`config.mk`:
```
export PLATFORM = sky130hd
export DESIGN_NAME = control_main_fsm_flat
export DESIGN_NICKNAME = d
export VERILOG_FILES = /design/src/rtl/control_main_fsm_if.sv /design/src/rtl/control_main_fsm.sv /design/src/flat_wrapper.sv
export SDC_FILE = /design/constraint.sdc
export NUM_CORES = 1
export LEC_CHECK = 0
export CORE_UTILIZATION = 34
export DETAILED_ROUTE_END_ITERATION = 12
export HOLD_SLACK_MARGIN = 0.05
export PLACE_DENSITY = 0.75
export SKIP_CTS_REPAIR_TIMING = 1
export SYNTH_ARGS = -nofsm -noshare
export SYNTH_HDL_FRONTEND = slang
export SYNTH_SLANG_ARGS = --single-unit
export TNS_END_PERCENT = 20
```
`constraint.sdc`:
```
create_clock -name clk -period 1.4 [get_ports clk]
set_input_delay 0.14 -clock clk [delete_from_list [all_inputs] [get_ports clk]]
set_output_delay 0.14 -clock clk [all_outputs]
set_load 0.01 [all_outputs]
```
`src/rtl/control_main_fsm_if.sv`:
```
// Control bundle between the main FSM and the datapath.
// Instruction fields and Zero flow in, control strobes flow out.
interface control_main_fsm_if;
  logic [6:0] op;
  logic [2:0] funct3;
  logic       funct7b5;
  logic       Zero;
  logic       PCWrite;
  logic       AdrSrc;
  logic       MemWrite;
  logic       IRWrite;
  logic [1:0] ResultSrc;
  logic [1:0] ALUSrcA;
  logic [1:0] ALUSrcB;
  logic [2:0] ALUControl;
  logic [1:0] ImmSrc;
  logic       RegWrite;
  logic       IllegalOp;

  modport master (
    input  op, funct3, funct7b5, Zero,
    output PCWrite, AdrSrc, MemWrite, IRWrite,
    output ResultSrc, ALUSrcA, ALUSrcB,
    output ALUControl, ImmSrc, RegWrite, IllegalOp
  );

  modport slave (
    output op, funct3, funct7b5, Zero,
    input  PCWrite, AdrSrc, MemWrite, IRWrite,
    input  ResultSrc, ALUSrcA, ALUSrcB,
    input  ALUControl, ImmSrc, RegWrite, IllegalOp
  );
endinterface

```
`src/rtl/control_main_fsm.sv`:
```
// Multicycle main control FSM with ALU and immediate decoders.
// Moore outputs from state; PCWrite, ALUControl, ImmSrc mix inputs.
module control_main_fsm (
  input  logic                       clk,
  input  logic                       reset,
  control_main_fsm_if.master         bus
);

  localparam logic [3:0] FETCH    = 4'd0;
  localparam logic [3:0] DECODE   = 4'd1;
  localparam logic [3:0] MEMADR   = 4'd2;
  localparam logic [3:0] MEMREAD  = 4'd3;
  localparam logic [3:0] MEMWB    = 4'd4;
  localparam logic [3:0] MEMWRITE = 4'd5;
  localparam logic [3:0] EXECR    = 4'd6;
  localparam logic [3:0] EXECI    = 4'd7;
  localparam logic [3:0] ALUWB    = 4'd8;
  localparam logic [3:0] JAL      = 4'd9;
  localparam logic [3:0] BEQ      = 4'd10;

  localparam logic [6:0] OP_LW  = 7'b0000011;
  localparam logic [6:0] OP_SW  = 7'b0100011;
  localparam logic [6:0] OP_R   = 7'b0110011;
  localparam logic [6:0] OP_I   = 7'b0010011;
  localparam logic [6:0] OP_JAL = 7'b1101111;
  localparam logic [6:0] OP_BEQ = 7'b1100011;

  logic [3:0] state;
  logic [3:0] next;
  logic [1:0] alu_op;
  logic       pc_update;
  logic       branch;
  logic       is_lw;
  logic       is_sw;
  logic       is_r;
  logic       is_i;
  logic       is_jal;
  logic       is_beq;

  assign is_lw  = (bus.op == OP_LW);
  assign is_sw  = (bus.op == OP_SW);
  assign is_r   = (bus.op == OP_R);
  assign is_i   = (bus.op == OP_I);
  assign is_jal = (bus.op == OP_JAL);
  assign is_beq = (bus.op == OP_BEQ);

  // State register; reset wins over any in-flight instruction
  always_ff @(posedge clk) begin
    if (reset) state <= FETCH;
    else       state <= next;
  end

  // Next-state sequencing per instruction class
  always_comb begin
    next = FETCH;
    case (state)
      FETCH: next = DECODE;
      DECODE: begin
        unique case (1'b1)
          is_lw, is_sw: next = MEMADR;
          is_r:         next = EXECR;
          is_i:         next = EXECI;
          is_jal:       next = JAL;
          is_beq:       next = BEQ;
          default:      next = FETCH;
        endcase
      end
      MEMADR:   next = is_sw ? MEMWRITE : MEMREAD;
      MEMREAD:  next = MEMWB;
      MEMWB:    next = FETCH;
      MEMWRITE: next = FETCH;
      EXECR:    next = ALUWB;
      EXECI:    next = ALUWB;
      ALUWB:    next = FETCH;
      JAL:      next = ALUWB;
      BEQ:      next = FETCH;
      default:  next = FETCH;
    endcase
  end

  // Moore control outputs decoded from the current state
  always_comb begin
    pc_update     = 1'b0;
    branch        = 1'b0;
    alu_op        = 2'b00;
    bus.AdrSrc    = 1'b0;
    bus.MemWrite  = 1'b0;
    bus.IRWrite   = 1'b0;
    bus.ResultSrc = 2'b00;
    bus.ALUSrcA   = 2'b00;
    bus.ALUSrcB   = 2'b00;
    bus.RegWrite  = 1'b0;
    bus.IllegalOp = 1'b0;
    case (state)
      FETCH: begin
        bus.IRWrite   = 1'b1;
        bus.ALUSrcB   = 2'b10;
        bus.ResultSrc = 2'b10;
        pc_update     = 1'b1;
      end
      DECODE: begin
        bus.ALUSrcA   = 2'b01;
        bus.ALUSrcB   = 2'b01;
        bus.IllegalOp = ~(is_lw | is_sw | is_r |
                          is_i | is_jal | is_beq);
      end
      MEMADR: begin
        bus.ALUSrcA = 2'b10;
        bus.ALUSrcB = 2'b01;
      end
      MEMREAD: begin
        bus.AdrSrc = 1'b1;
      end
      MEMWB: begin
        bus.ResultSrc = 2'b01;
        bus.RegWrite  = 1'b1;
      end
      MEMWRITE: begin
        bus.AdrSrc   = 1'b1;
        bus.MemWrite = 1'b1;
      end
      EXECR: begin
        bus.ALUSrcA = 2'b10;
        alu_op      = 2'b10;
      end
      EXECI: begin
        bus.ALUSrcA = 2'b10;
        bus.ALUSrcB = 2'b01;
        alu_op      = 2'b10;
      end
      ALUWB: begin
        bus.RegWrite = 1'b1;
      end
      JAL: begin
        bus.ALUSrcA = 2'b01;
        bus.ALUSrcB = 2'b10;
        pc_update   = 1'b1;
      end
      BEQ: begin
        bus.ALUSrcA = 2'b10;
        alu_op      = 2'b01;
        branch      = 1'b1;
      end
      default: ;
    endcase
  end

  assign bus.PCWrite = pc_update | (branch & bus.Zero);

  // ALU decoder; subtract only for R-type with funct7b5 set
  always_comb begin
    bus.ALUControl = 3'b000;
    case (alu_op)
      2'b01: bus.ALUControl = 3'b001;
      2'b10: begin
        case (bus.funct3)
          3'b000: bus.ALUControl =
            (bus.op[5] & bus.funct7b5) ? 3'b001 : 3'b000;
          3'b010: bus.ALUControl = 3'b101;
          3'b110: bus.ALUControl = 3'b011;
          3'b111: bus.ALUControl = 3'b010;
          default: bus.ALUControl = 3'b000;
        endcase
      end
      default: bus.ALUControl = 3'b000;
    endcase
  end

  // Immediate format select from opcode, independent of state
  always_comb begin
    bus.ImmSrc = 2'b00;
    unique case (1'b1)
      is_sw:   bus.ImmSrc = 2'b01;
      is_beq:  bus.ImmSrc = 2'b10;
      is_jal:  bus.ImmSrc = 2'b11;
      default: bus.ImmSrc = 2'b00;
    endcase
  end

endmodule

```
`src/flat_wrapper.sv`:
```
// flat-port wrapper written by rule: the top's interface ports become plain ports
module control_main_fsm_flat 
  (clk, reset, bus_op, bus_funct3, bus_funct7b5, bus_Zero, bus_PCWrite, bus_AdrSrc, bus_MemWrite, bus_IRWrite, bus_ResultSrc, bus_ALUSrcA, bus_ALUSrcB, bus_ALUControl, bus_ImmSrc, bus_RegWrite, bus_IllegalOp);
  control_main_fsm_if bus_i ();
  input  logic clk;
  input  logic reset;
  input wire logic [$bits(bus_i.op)-1:0] bus_op;
  input wire logic [$bits(bus_i.funct3)-1:0] bus_funct3;
  input wire logic [$bits(bus_i.funct7b5)-1:0] bus_funct7b5;
  input wire logic [$bits(bus_i.Zero)-1:0] bus_Zero;
  output wire logic [$bits(bus_i.PCWrite)-1:0] bus_PCWrite;
  output wire logic [$bits(bus_i.AdrSrc)-1:0] bus_AdrSrc;
  output wire logic [$bits(bus_i.MemWrite)-1:0] bus_MemWrite;
  output wire logic [$bits(bus_i.IRWrite)-1:0] bus_IRWrite;
  output wire logic [$bits(bus_i.ResultSrc)-1:0] bus_ResultSrc;
  output wire logic [$bits(bus_i.ALUSrcA)-1:0] bus_ALUSrcA;
  output wire logic [$bits(bus_i.ALUSrcB)-1:0] bus_ALUSrcB;
  output wire logic [$bits(bus_i.ALUControl)-1:0] bus_ALUControl;
  output wire logic [$bits(bus_i.ImmSrc)-1:0] bus_ImmSrc;
  output wire logic [$bits(bus_i.RegWrite)-1:0] bus_RegWrite;
  output wire logic [$bits(bus_i.IllegalOp)-1:0] bus_IllegalOp;
  assign bus_i.op = bus_op;
  assign bus_i.funct3 = bus_funct3;
  assign bus_i.funct7b5 = bus_funct7b5;
  assign bus_i.Zero = bus_Zero;
  assign bus_PCWrite = bus_i.PCWrite;
  assign bus_AdrSrc = bus_i.AdrSrc;
  assign bus_MemWrite = bus_i.MemWrite;
  assign bus_IRWrite = bus_i.IRWrite;
  assign bus_ResultSrc = bus_i.ResultSrc;
  assign bus_ALUSrcA = bus_i.ALUSrcA;
  assign bus_ALUSrcB = bus_i.ALUSrcB;
  assign bus_ALUControl = bus_i.ALUControl;
  assign bus_ImmSrc = bus_i.ImmSrc;
  assign bus_RegWrite = bus_i.RegWrite;
  assign bus_IllegalOp = bus_i.IllegalOp;
  control_main_fsm u_core (.clk(clk), .reset(reset), .bus(bus_i));
endmodule
```
## After elaboration in Yosys (flattened, before gate mapping)

Cells that the tools add are included.

| word-level totals | value |
|---|---|
| register bits | 4 |
| bits in latches | 0 |
| RAM bits | 0 |
| ROM bits | 0 |
| bits of input ports | 14 |
| logic and storage cells | 60 |
| memories | 0 |

| operators by class | value |
|---|---|
| $add $sub $neg | 0 |
| multipliers | 0 |
| divide/modulo/power cells | 0 |
| $lt $le $gt $ge | 0 |
| equal/unequal tests | 21 |
| shift operators | 0 |
| muxes and demuxes | 18 |
| bitwise logic cells | 9 |
| reductions and logical operators | 11 |

Operators with widths:

| cell | number |
|---|---|
| 4-bit case mux with 5 select lines | 2 |
| 4-bit by 3-bit == test with 1-bit output (second input constant) | 4 |
| 2-bit case mux with 2 select lines | 4 |
| 7-bit by 6-bit == test with 1-bit output (second input constant) | 2 |
| 7-bit == test (second input constant) | 2 |
| 4-bit == test (second input constant) | 3 |
| 3-bit case mux with 4 select lines | 1 |
| 2-bit OR reduction | 6 |
| 4-bit by 2-bit == test with 1-bit output (second input constant) | 2 |
| 1-bit two-way mux | 8 |
| 7-bit by 2-bit == test with 1-bit output (second input constant) | 1 |
| 7-bit by 5-bit == test with 1-bit output (second input constant) | 1 |
| 3-bit == test (second input constant) | 2 |
| 1-bit bitwise OR | 6 |
| 2-bit case mux with 3 select lines | 1 |
| 3-bit case mux with 2 select lines | 1 |
| 3-bit OR reduction | 2 |
| 4-bit by 1-bit == test with 1-bit output (second input constant) | 1 |
| 4-bit logical NOT | 1 |
| 4-bit OR reduction | 1 |
| 3-bit by 2-bit == test with 1-bit output (second input constant) | 1 |
| 3-bit logical NOT | 1 |
| 3-bit two-way mux | 1 |
| 1-bit AND | 2 |
| 3 further kinds | 3 |

## Depth between registers and ports, before layout

| depth | value |
|---|---|
| word-level depth | 8 |
| depth in mapped cells | 8 |
| gate-level depth less buffers | 7 |

## Worst setup path before layout

No wires, ideal clock.

| path | value |
|---|---|
| path type | register to output |
| start point | register u_core.state[1] |
| end point | output bus_ALUControl[2] |
| data arrival time | 1646 ps |
| path slack | -386 ps |
| cell stages (with the launch flop) | 7 |
| buffers on the path | 1 |
| cells stage by stage | dfxtp_1 > clkbuf_1 > nand2b_1 > or2_2 > inv_1 > ha_1 > nor4_1 |

| on the way | value |
|---|---|
| longest elaborated chain between the ends | 5 |
| elaborated cells on any way between the ends | 8 |

RTL lines:

| what | line | source |
|---|---|---|
| from (decl) | control_main_fsm.sv:28 | `logic [3:0] state;` |
| from (signal assigned) | control_main_fsm.sv:50 | `else state <= next;` |
| 4-bit by 3-bit == test with 1-bit output | control_main_fsm.sv:94 | `case (state)` |
| 2-bit OR reduction (no source line) | n/a |  |
| 2-bit case mux with 2 select lines (*) | control_main_fsm.sv:94 |  |
| 2-bit == test or 2-bit by 1-bit == test with 1-bit output (tied branches) | control_main_fsm.sv:153 | `case (alu_op)` |
| 3-bit case mux with 2 select lines (*) | control_main_fsm.sv:153 |  |
| to (decl) | flat_wrapper.sv:18 | `output wire logic [$bits(bus_i.ALUControl)-1:0] bus_ALUControl;` |

Mark *: on every way between the ends. The rest lies on a longest branch, timed or not.

## Final worst setup path

| path | value |
|---|---|
| start point | register u_core.state[2] |
| end point | output bus_ALUControl[2] |

The elaborated chain is that of the path after synthesis.

==> reports/metrics.yaml <==
outcome:
  status: "finished, violations left"
  violations: "setup timing"
placed_design:
  dp_slack_ns: -0.584
  portBuffers: 30
  dp_hpwl_um: 1330
  gp_congestion: 0.790
  dp_cells: 141
synth:
  synthCells: 78
  yosysWarningCount: 0
  synthTopCellsByArea: "dfxtp_1 14%, nor2_1 5.4%, ha_1 4.5%"
  synth_top_area_share: 0.143
  synth_nets: 94
  synth_fa_ha_area_frac: 0.0448
  synthArstFlopShare: 0
  yosysTopAreaCell: "dfxtp_1"
  synth-xor-area-share: 0.0471
  syn_area_um2: 558
  synth_mux_area_frac: 0
  synth_top_family_by_area: "simple AND/OR/NAND/NOR gates"
  ys.flop_type: "dfxtp_1"
  ys_seq_area_frac: 0.143
  synth_edf_count: 0
  avgSynthCellArea_um2: 7.15
  ys_ff_latch: 4
  synth_compound_area_frac: 0.182
  yosys.area_share.simple: 0.507
  synth_commonest_cells: "8 x nor2_1, 5 x nand2_1, 5 x nor3_1"
  synth_cell_types: 39
  synth.most_common_cell: "nor2_1"
clock_tree:
  root_buffer: "clkbuf_4"
  cts.path.max_buffers: 2
  clk-insertion-delay-late_ns: 0.24
  cts_tree: "done"
  cts_made_buffers: 3
  cts_sinks: 4
  h-tree-depth: 1
  clkTransAtPathRegs_ns: 0.04
critical_path:
  reg2reg_slack_ns: 0.03
  endpoint_kind: "output port"
  crit_fanout: 4
  critical_path_class: "reg2out"
  critPathBufInv: 2
  start_kind: "register"
  path_cells: "nand2b_4 -> or2_4 -> inv_2 -> ha_4 -> nor4_4 -> buf_2"
  critical_path.top_delay_family: "simple AND/OR/NAND/NOR gates"
  r2r_cells: 4
  cp_slowest_cell: "dfxtp_2"
  regToRegEndpoint: "u_core.state[0]"
  rr_startpoint: "u_core.state[1]"
  max_stage_delay_ns: 0.32
  worstPathArrival_ns: 1.62
  cp.required_ns: 1.26
sta:
  drv_slew: 0
  worst_slack_ns: -0.362
  max_freq_mhz: 567
  slew_headroom: 0.804
  hold_viol: 0
  worstMarginPinSlew_ns: 0.293
  min_period_ns: 1.76
  tns_ns: -1.85
  finalClockSkew_ns: 0.00509
  setup_viol: 10
  rsz0062_at_grt: "true"
  fin_crit_sh: 1.26
global_routing:
  grt_pass1_vias: 731
  grt_usage: 0.216
  gr-total-overflow: 0
  grt_pass1_wl_um: 3010
  grt_max_degree: 16
  antenna_found_initial: 0
final_layout:
  reg_top3: "u_core.state: 4 flops"
  top_register: "u_core.state"
  largest_register_ffs: 4
  drive_above_1_share: 0.519
  stdcell_count: 145
  syn2layout_area_growth_pct: 109
  fill_cells: 110
  n_antenna_cell: 0
  nNetsFinal: 147
die:
  row_count: 14
  die_w_um: 42.5
  die_y_um: 42.5
  die_area_um2: 1810
  start_util: 0.366
  core_area_um2: 1520
  io_pins: 31
drt:
  first_pass_iters: 4
  drt_iter0_drc: 10
  vias: 763
  drc: 0
  ant_nets: 0
  wirelength_um: 1930
  wl_per_cell_um: 13.3
  vias_per_cell: 5.26
worst_hold_path:
  min_to: "u_core.state[3]"
  whs_path_depth: 3
  worst_hold_startpoint: "bus_op[6]"
  min_path_type: "in2reg"
power_and_ir_drop:
  powerDensity_nw_per_um2: 392
  p_total_mw: 0.458
  ir_worst_vdd_mv: 0.252
  p_leak_nw: 0.603
flow_run:
  drv_cap: 0
cells in the final DEF, fill, tap and decap left out, drive strengths merged, types with 4 or more instances in the layout:
cell / instances
buf: 33
clkbuf: 8
clkdlybuf4s50: 8
dfxtp: 4
dlymetal6s2s: 8
inv: 4
nand2: 5
nand2b: 4
nor2: 8
nor3: 5
worst max-delay path by stage:
stage	start	end	slack, ns	cells after the start
floorplan	u_core.state[1]	bus_ALUControl[0]	-0.08	8
global placement	u_core.state[3]	bus_ALUControl[2]	-0.55	6
detailed placement	bus_op[2]	bus_IllegalOp	-0.58	5
CTS	u_core.state[3]	bus_ALUControl[2]	-0.85	6
global route	u_core.state[2]	bus_ALUControl[2]	-0.43	6
finish	u_core.state[2]	bus_ALUControl[2]	-0.36	6
cell type report:
type | instances | area [um^2] | share of cell area
Clock buffer | 3 | 22.5 | 0.0193
Inverter | 4 | 15.0 | 0.0128
Multi-Input combinational cell | 64 | 568 | 0.486
Sequential cell | 4 | 86.3 | 0.0739
Tap cell | 16 | 20.0 | 0.0171
Timing Repair Buffer | 54 | 457 | 0.391
stage by stage:
step	instance area (um^2)	utilization	hold slack [ns]
detailed placement	1070	0.701	0.611
floorplan	617	-	0.209
finish	1170	0.767	0.279
CTS	1090	0.716	0.436
global route	1170	0.767	0.314
global placement	1070	0.701	0.602
power breakdown:
group	leakage (nW)	switching [mW]	internal, mW	total (mW)
Sequential	0.0344	0.00250	0.115	0.118
Combinational	0.555	0.0822	0.104	0.187
Clock	0.0138	0.0569	0.0965	0.153
Total	0.603	0.142	0.316	0.458
worst register-to-register path: stages (launching register included):
cell     delay [ns]
dfxtp_2        0.33
buf_6          0.15
buf_8          0.14
or4_4          0.51
a31oi_2        0.17
per-layer routing:
metal  part of all wire  GRT usage
met3              0.033     0.0259
met2               0.54      0.378
met1               0.41      0.247
met4              0.022      0.131
met5                  0          0
logic make-up after synthesis:
| logic type | count (synthesis) |
|---|---|
| AO/OA/AOI/OAI | 14 |
| XOR/XNOR | 3 |
| adder cells (fa/ha/maj) | 2 |
| AND/OR/NAND/NOR | 45 |
| buffers and inverters | 10 |
| flip-flops | 4 |
Note: power is estimated with default switching activity, not from simulation.
